### config.mk
export PLATFORM = sky130hd
export DESIGN_NAME = bcnt_param
export DESIGN_NICKNAME = d
export VERILOG_FILES = /design/src/rtl/bcnt_pkg.sv /design/src/rtl/bcnt_next.sv /design/src/rtl/bcnt_param.sv
export SDC_FILE = /design/constraint.sdc
export NUM_CORES = 1
export LEC_CHECK = 0
export BUFFER_PORTS_ARGS = -buffer_cell sky130_fd_sc_hd__clkbuf_2
export CAP_MARGIN = 10
export CORE_ASPECT_RATIO = 0.5
export CORE_MARGIN = 3
export CORE_UTILIZATION = 50
export CTS_BUF_LIST = sky130_fd_sc_hd__clkbuf_2 sky130_fd_sc_hd__clkbuf_4 sky130_fd_sc_hd__clkbuf_8
export DETAILED_ROUTE_END_ITERATION = 7
export PLACE_DENSITY_LB_ADDON = 0.12
export SLEW_MARGIN = 20
export SYNTH_ARGS = -nofsm -noshare
export SYNTH_HDL_FRONTEND = slang
export SYNTH_SLANG_ARGS = --single-unit
### constraint.sdc
create_clock -name clk -period 7.95 [get_ports clk]
set_input_delay 0.795 -clock clk [delete_from_list [all_inputs] [get_ports clk]]
set_output_delay 0.795 -clock clk [all_outputs]
set_load 0.01 [all_outputs]
### src/rtl/bcnt_pkg.sv
// Shared encodings for the parametrised bounded up/down counter.
package bcnt_pkg;

  typedef enum logic {
    DIR_UP   = 1'b0,
    DIR_DOWN = 1'b1
  } dir_e;

  typedef enum logic {
    MODE_WRAP = 1'b0,
    MODE_SAT  = 1'b1
  } mode_e;

endpackage

### src/rtl/bcnt_next.sv
// Combinational next-count / terminal-count calculator for bcnt_param.
// Arithmetic is done one bit wider than the counter so sums and spans never alias.
module bcnt_next
  import bcnt_pkg::*;
#(
  parameter int unsigned WIDTH = 4
) (
  input  logic [WIDTH-1:0] count,
  input  dir_e             dir,
  input  mode_e            mode,
  input  logic [WIDTH-1:0] step,
  input  logic [WIDTH-1:0] lim_lo,
  input  logic [WIDTH-1:0] lim_hi,
  output logic [WIDTH-1:0] nxt,
  output logic             tc_nxt
);

  localparam logic [WIDTH:0] ONE = (WIDTH+1)'(1);

  logic [WIDTH:0] w_cnt;
  logic [WIDTH:0] w_lo;
  logic [WIDTH:0] w_hi;
  logic [WIDTH:0] w_step;
  logic [WIDTH:0] w_span;
  logic [WIDTH:0] w_eff;
  logic [WIDTH:0] w_sum;
  logic [WIDTH:0] w_diff;

  assign w_cnt  = {1'b0, count};
  assign w_lo   = {1'b0, lim_lo};
  assign w_hi   = {1'b0, lim_hi};
  assign w_step = {1'b0, step};
  assign w_span = w_hi - w_lo + ONE;
  assign w_eff  = (w_step < w_span) ? w_step : w_span;
  assign w_sum  = w_cnt + w_eff;
  assign w_diff = w_cnt - w_lo;

  always_comb begin
    nxt    = count;
    tc_nxt = 1'b0;
    // Bounds moved under the counter: snap to the bound we are heading away from.
    if ((w_cnt < w_lo) || (w_cnt > w_hi)) begin
      nxt = (dir == DIR_DOWN) ? lim_hi : lim_lo;
    end else if (w_step != '0) begin
      if (dir == DIR_UP) begin
        if (w_sum <= w_hi) begin
          nxt = WIDTH'(w_sum);
        end else begin
          tc_nxt = 1'b1;
          nxt    = (mode == MODE_SAT) ? lim_hi : WIDTH'(w_lo + (w_sum - w_hi - ONE));
        end
      end else begin
        if (w_diff >= w_eff) begin
          nxt = WIDTH'(w_cnt - w_eff);
        end else begin
          tc_nxt = 1'b1;
          nxt    = (mode == MODE_SAT) ? lim_lo : WIDTH'(w_hi - (w_eff - w_diff - ONE));
        end
      end
    end
  end

endmodule

### src/rtl/bcnt_param.sv
// Parametrised up/down counter with run-time bounds, step, wrap/saturate,
// synchronous load, terminal-count pulse and sticky overflow.
module bcnt_param
  import bcnt_pkg::*;
#(
  parameter int unsigned     WIDTH   = 4,
  parameter logic [WIDTH-1:0] RST_VAL = '0
) (
  input  logic             clk,
  input  logic             rst,
  input  logic             en,
  input  logic             dir,
  input  logic             mode_sat,
  input  logic             load,
  input  logic [WIDTH-1:0] load_val,
  input  logic [WIDTH-1:0] step,
  input  logic [WIDTH-1:0] lim_lo,
  input  logic [WIDTH-1:0] lim_hi,
  input  logic             clr_ovf,
  output logic [WIDTH-1:0] count,
  output logic             tc,
  output logic             ovf,
  output logic             cfg_err
);

  logic [WIDTH-1:0] r_count;
  logic             r_tc;
  logic             r_ovf;

  logic [WIDTH-1:0] w_nxt;
  logic             w_tc_nxt;
  logic [WIDTH-1:0] w_load_cl;
  logic             w_tc_d;

  bcnt_next #(
    .WIDTH(WIDTH)
  ) u_next (
    .count  (r_count),
    .dir    (dir_e'(dir)),
    .mode   (mode_e'(mode_sat)),
    .step   (step),
    .lim_lo (lim_lo),
    .lim_hi (lim_hi),
    .nxt    (w_nxt),
    .tc_nxt (w_tc_nxt)
  );

  assign cfg_err = (lim_lo > lim_hi);

  always_comb begin
    w_load_cl = load_val;
    if (load_val < lim_lo) begin
      w_load_cl = lim_lo;
    end else if (load_val > lim_hi) begin
      w_load_cl = lim_hi;
    end
  end

  // tc only comes from an enabled count step; cfg_err and load both mask it.
  assign w_tc_d = ~cfg_err & ~load & en & w_tc_nxt;

  always_ff @(posedge clk or negedge rst) begin
    if (!rst) begin
      r_count <= RST_VAL;
      r_tc    <= 1'b0;
      r_ovf   <= 1'b0;
    end else begin
      r_tc  <= w_tc_d;
      r_ovf <= w_tc_d | (r_ovf & ~clr_ovf);
      if (!cfg_err) begin
        if (load) begin
          r_count <= w_load_cl;
        end else if (en) begin
          r_count <= w_nxt;
        end
      end
    end
  end

  assign count = r_count;
  assign tc    = r_tc;
  assign ovf   = r_ovf;

endmodule

== Yosys cells after proc, flatten, opt, wreduce, memory -nomap -nowiden ==
Index checks and enable logic that the tools add are counted.

* Bits in registers: 6
* Output and inout bits: 7
* Input bits: 23

* Magnitude comparators: 8
* Reduce and logical (&&, ||, !) cells: 5
* Add/subtract/negate cells: 11
* Bitwise operators: 8
* Multiplexer cells: 18

{| class="wikitable"
|+ Operator list
! operator !! count
|-
| 4-bit two-way mux || 12
|-
| 4-bit subtractor || 4
|-
| 4-bit > comparator || 3
|-
| 4-bit by 4-bit subtractor with 5-bit output || 2
|-
| 4-bit less-than comparator || 2
|-
| 4-bit by 1-bit subtractor with 4-bit output, second input constant || 2
|-
| 4-bit by 5-bit adder with 5-bit output || 1
|-
| 5-bit by 1-bit adder with 5-bit output, second input constant || 1
|-
| 5-bit >= comparator || 1
|-
| 5-bit by 4-bit less-or-equal comparator with 1-bit output || 1
|-
| 4-bit by 5-bit less-than comparator with 1-bit output || 1
|-
| 1-bit two-way mux || 5
|-
| 5-bit two-way mux || 1
|-
| 5-bit nonzero test || 1
|-
| 4-bit adder || 1
|-
| 1-bit AND || 4
|-
| 1-bit inverter || 3
|-
| 3-bit AND reduction || 1
|-
| 3-bit nonzero test || 1
|-
| 2-bit nonzero test || 1
|-
| 1-bit logical OR || 1
|-
| 1-bit OR || 1
|}

== Depth between registers and ports, before layout ==
* Word-level depth: 15
* Mapped depth: 26

== Cells and area by module ==
From an unflattened synthesis, not the netlist that was laid out.

* Cell total of the unflattened synthesis: 279
* Area, all modules: 2389.8 µm²

{| class="wikitable"
|+ Modules (own cells, without submodules)
! module !! cells an instance !! instances !! area an instance (µm²) !! sequential area each (µm²)
|-
| bcnt_next || 199 || 1 || 1641.6 || 0.0
|-
| bcnt_param || 80 || 1 || 748.2 || 150.1
|}

== Worst setup path before layout ==
No wires, ideal clock.

* Kind: input -> register
* Start: input port lim_hi[1]
* End: register r_count[3], in the netlist count[3]
* Path slack: 2.051 ns
* Setup time: 0.124 ns
* Stages: 26
* Arrival time: 5.776 ns
* Cells stage by stage: inv_1 > ha_1 > inv_1 > ha_1 > inv_1 > fa_1 > ha_1 > a21oi_1 > a21boi_1 > o21ai_2 > nor2_1 > a21o_1 > ha_1 > inv_1 > fa_1 > inv_1 > fa_1 > ha_1 > fa_1 > xnor2_1 > xnor2_1 > nor2_1 > a2111oi_2 > nor4b_1 > nor4_1 > a211o_1

* Longest elaborated chain between the ends: 15

{| class="wikitable"
|+ RTL lines
! element !! line !! RTL
|-
| start: declaration || bcnt_param.sv:18 || <nowiki>input logic [WIDTH-1:0] lim_hi,</nowiki>
|-
| 4-bit by 4-bit subtractor with 5-bit output || bcnt_next.sv:33 || <nowiki>assign w_span = w_hi - w_lo + ONE;</nowiki>
|-
| 5-bit by 1-bit adder with 5-bit output || bcnt_next.sv:33 ||
|-
| 4-bit by 5-bit less-than comparator with 1-bit output || bcnt_next.sv:34 || <nowiki>assign w_eff = (w_step < w_span) ? w_step : w_span;</nowiki>
|-
| 5-bit two-way mux || bcnt_next.sv:34 ||
|-
| 4-bit by 5-bit adder with 5-bit output || bcnt_next.sv:35 || <nowiki>assign w_sum = w_cnt + w_eff;</nowiki>
|-
| 4-bit subtractor || bcnt_next.sv:50 || <nowiki>nxt = (mode == MODE_SAT) ? lim_hi : WIDTH'(w_lo + (w_sum - w_hi - ONE));</nowiki>
|-
| 4-bit by 1-bit subtractor with 4-bit output || bcnt_next.sv:50 ||
|-
| 4-bit adder || bcnt_next.sv:50 ||
|-
| 4-bit two-way mux || bcnt_next.sv:50 ||
|-
| 4-bit two-way mux || bcnt_next.sv:46 || <nowiki>if (w_sum <= w_hi) begin</nowiki>
|-
| 4-bit two-way mux || bcnt_next.sv:45 || <nowiki>if (dir == DIR_UP) begin</nowiki>
|-
| 4-bit two-way mux || bcnt_next.sv:44 || <nowiki>end else if (w_step != '0) begin</nowiki>
|-
| 4-bit two-way mux || bcnt_next.sv:42 || <nowiki>if ((w_cnt < w_lo) || (w_cnt > w_hi)) begin</nowiki>
|-
| 4-bit two-way mux || bcnt_param.sv:73 || <nowiki>end else if (en) begin</nowiki>
|-
| 4-bit two-way mux || bcnt_param.sv:71 || <nowiki>if (load) begin</nowiki>
|-
| end signal: assignment || bcnt_param.sv:72 || <nowiki>r_count <= w_load_cl;</nowiki>
|-
| end signal: assignment || bcnt_param.sv:74 || <nowiki>r_count <= w_nxt;</nowiki>
|-
| end: declaration || bcnt_param.sv:26 || <nowiki>logic [WIDTH-1:0] r_count;</nowiki>
|}

Parallel ways exist; a longest one is shown, timed or not. The select of a mux whose other input is x is not followed.
A chain may end at the register's enable or synchronous reset.

== Worst setup path after layout ==
Same ends and word-level chain as after synthesis.

==> impl_metrics.csv <==
group,metric,value,unit
synthesis,ys_warn_count,0,
cts,cts_tree,"yes",
cts,htreeDepth,1,
floorplan,die_w,99.6,um
cts,cts_hold_repair.buffers,0,
worst_setup_path,ff2ff_setup_slack,4.16,ns
drt,drt_iter0_markers,124,
sta,final_max_slew_viol_count,0,
placement,dp_hpwl,5.21,mm
sta,clock_skew,0.00161,ns
synthesis,syn-cell-area,2190,um^2
drt,firstDrtPassIters,4,
floorplan,io_pins,30,
synthesis,synthSimpleGateAreaFrac,11.9,%
drt,drcViolationCount,0,
final_layout,most-common-layout-cells,"ha_1 (48), inv_1 (38), clkbuf_2 (29)",
drt,post_drt_wl_per_cell,18.0,um
placement,portBuffers,29,
synthesis,syn-num-nets,339,
power,peakVddDrop,0.116,mV
global_routing,grt_remaining_overflow,0,
floorplan,die-area,5260,um^2
synthesis,syn_area_per_cell,8.55,um^2
sta,rsz0062_at_grt,"no",
worst_setup_path,r2r_cells,13,
cts,cts_root_buf,"clkbuf_8",
final_layout,design_area,2430,um^2
sta,hold_violations,0,
global_routing,antenna_found_initial,0,
worst_setup_path,crit_path_end_kind,"register",
synthesis,synth-edff-count,0,
synthesis,ys_types,52,
worst_setup_path,path_class,"in -> reg",
synthesis,ys_seq_area_share,6.86,%
placement,place_area,2390,um^2
floorplan,num_rows,16,
worst_setup_path,cp_max_fo,7,
global_routing,grt_pass1_vias,1806,
final_layout,num-nets-final,370,
sta,period_share,79.1,%
synthesis,async_flop_share,100,%
global_routing,grt_util_all_layers,24.0,%
cts,ctsResizeCount,0,
run,maxCapViolations,0,
power,p_leak,1.27,nW
cts,cts.sinks,6,
power,pwr_density_cell,335,nW/um^2
worst_setup_path,arrival,6.39,ns
drt,ant_nets,0,
worst_hold_path,hold_class,"in -> async",
global_routing,grt_max_degree,12,
sta,worst-slew-pin-transition,0.663,ns
floorplan,chipHeight,52.8,um
synthesis,synth.area.mux_share,7.14,%
sta,min_period,6.29,ns
placement,gp_congestion,0.938,
sta,slew_headroom,55.4,%
power,p_total,0.814,mW
worst_setup_path,r2r-end,"count[3]",
cts,path_clk_slew,0.03,ns
floorplan,initial_utilization,54.1,%
worst_setup_path,r2r-start,"count[1]",
final_layout,final_common_cell,"ha_1",
cts,cts_buffer_depth,2,
worst_setup_path,startpoint,"lim_hi[1]",
drt,viasPerCell,5.76,
synthesis,synth-adder-area-share,38.4,%
synthesis,synth-xor-area-share,6.00,%
synthesis,ys.flop_type,"dfrtp_1",
sta,setup_viol,0,
synthesis,synth_compound_area_share,22.5,%
drt,finalWirelength,6.10,mm
status,outcome,"complete, no violations",
sta,fmax,159,MHz
sta,fin_setup_tns,0,ns
synthesis,synth_top_family_by_area,"adder cells",
drt,vias,1952,
final_layout,areaGrowthSynthToFinish,11.0,%
cts,insertion_delay,0.22,ns
synthesis,syn_inst,256,
floorplan,core-area,4040,um^2
final_layout,final_layout_size_suffix_gt1_share,14.4,%
cts,cts_setup_buffers,0,
synthesis,yosys_register_bits,6,
worst_setup_path,critPathLaunchType,"input port",
global_routing,grt_pass1_wl,9.46,mm
worst_setup_path,required,8.05,ns
cts,cts_buffers,3,
final_layout,diodes,0,
## state kept, by name, summed over array words and instances (netlist names)
| register | flops |
|---|---|
| tc | 1 |
| ovf | 1 |
| count | 4 |
## power by group
group	switching (mW)	internal [mW]	total, mW
registers	0.0232	0.0400	0.0632
logic	0.392	0.315	0.706
clock network	0.0123	0.0324	0.0447
## critical path, stage by stage
cell and delay (ns):
clkbuf_2 0.14, inv_1 0.24, ha_1 0.30, inv_1 0.06
ha_1 0.15, inv_1 0.06, fa_1 0.42, xor2_1 0.20
ha_1 0.26, a21boi_1 0.14, o21ai_2 0.27, nor2_1 0.07
a21o_1 0.20, ha_1 0.20, inv_1 0.07, fa_1 0.43
inv_1 0.10, fa_1 0.43, ha_1 0.23, fa_1 0.38
xnor2_1 0.19, xnor2_1 0.14, nor2_1 0.07, o21ai_0 0.16
nor4b_1 0.27, nor4_1 0.10, a211o_1 0.28
## cells by family (layout without fill, tap and decap cells)
kind of cell / Yosys count / after routing
compound gates: 66 / 66
fa+ha+maj: 60 / 60
simple gates: 52 / 52
buf+inv: 41 / 70
xor+xnor: 15 / 15
mux: 15 / 15
flops: 6 / 6
other cells: 1 / 1
## cell type report
type | instances | area, um^2
clock buffers | 3 | 41.3
flip-flops and latches | 6 | 150
repair buffers | 29 | 145
fillers | 373 | 1610
inverters | 38 | 143
well taps | 54 | 67.6
multi-input cells | 209 | 1880
## stage by stage
step / cells / hold WS (ns) / setup slack, ns / utilization, %
detailed placement: 336 / 0.485 / 1.45 / 59.1
global route: 339 / 0.397 / 1.21 / 60.1
global placement: 336 / 0.475 / 1.60 / 59.1
CTS: 339 / 0.386 / 1.67 / 60.1
finish: 339 / 0.388 / 1.66 / 60.1
floorplan: 256 / 0.499 / 2.05 / -
## worst max-delay path by stage
stage / depth (start not counted) / slack [ns] / end
5_1_grt: 27 / 1.21 / count[3]
2_1_floorplan: 26 / 2.05 / count[3]
3_3_place_gp: 25 / 1.60 / count[3]
4_1_cts: 27 / 1.67 / count[3]
6_report: 27 / 1.66 / count[3]
3_5_place_dp: 27 / 1.45 / count[3]
## synth_stat cells, types with 2 or more instances
library cell | count | area share [%]
o21ai_1 | 2 | 0.46
nand2_1 | 10 | 1.7
o21ai_0 | 4 | 0.91
o211ai_1 | 8 | 2.7
nor2_1 | 19 | 3.3
mux2i_1 | 13 | 5.9
a32o_1 | 2 | 0.91
nand3b_1 | 2 | 0.69
nor3_1 | 2 | 0.46
nor2b_1 | 3 | 0.86
dfrtp_1 | 6 | 6.9
inv_1 | 38 | 6.5
o21a_1 | 2 | 0.69
o21ai_2 | 2 | 0.80
a21oi_1 | 16 | 3.7
and2_1 | 3 | 0.86
a21o_1 | 10 | 3.4
ha_1 | 48 | 27
o21bai_1 | 2 | 0.69
xnor2_1 | 11 | 4.4
clkbuf_1 | 2 | 0.34
xor2_1 | 4 | 1.6
nand2b_1 | 2 | 0.57
fa_1 | 12 | 11
a31oi_1 | 4 | 1.1
nor4_1 | 3 | 0.86
## layer usage
| metal | global-route usage (%) | share of wire [%] |
|---|---|---|
| met1 | 38.0 | 51 |
| met2 | 35.1 | 41 |
| met3 | 1.73 | 7.4 |
| met4 | 4.31 | 0.39 |
| met5 | 0 | 0 |
No activity file was read; power rests on OpenSTA's default activity.
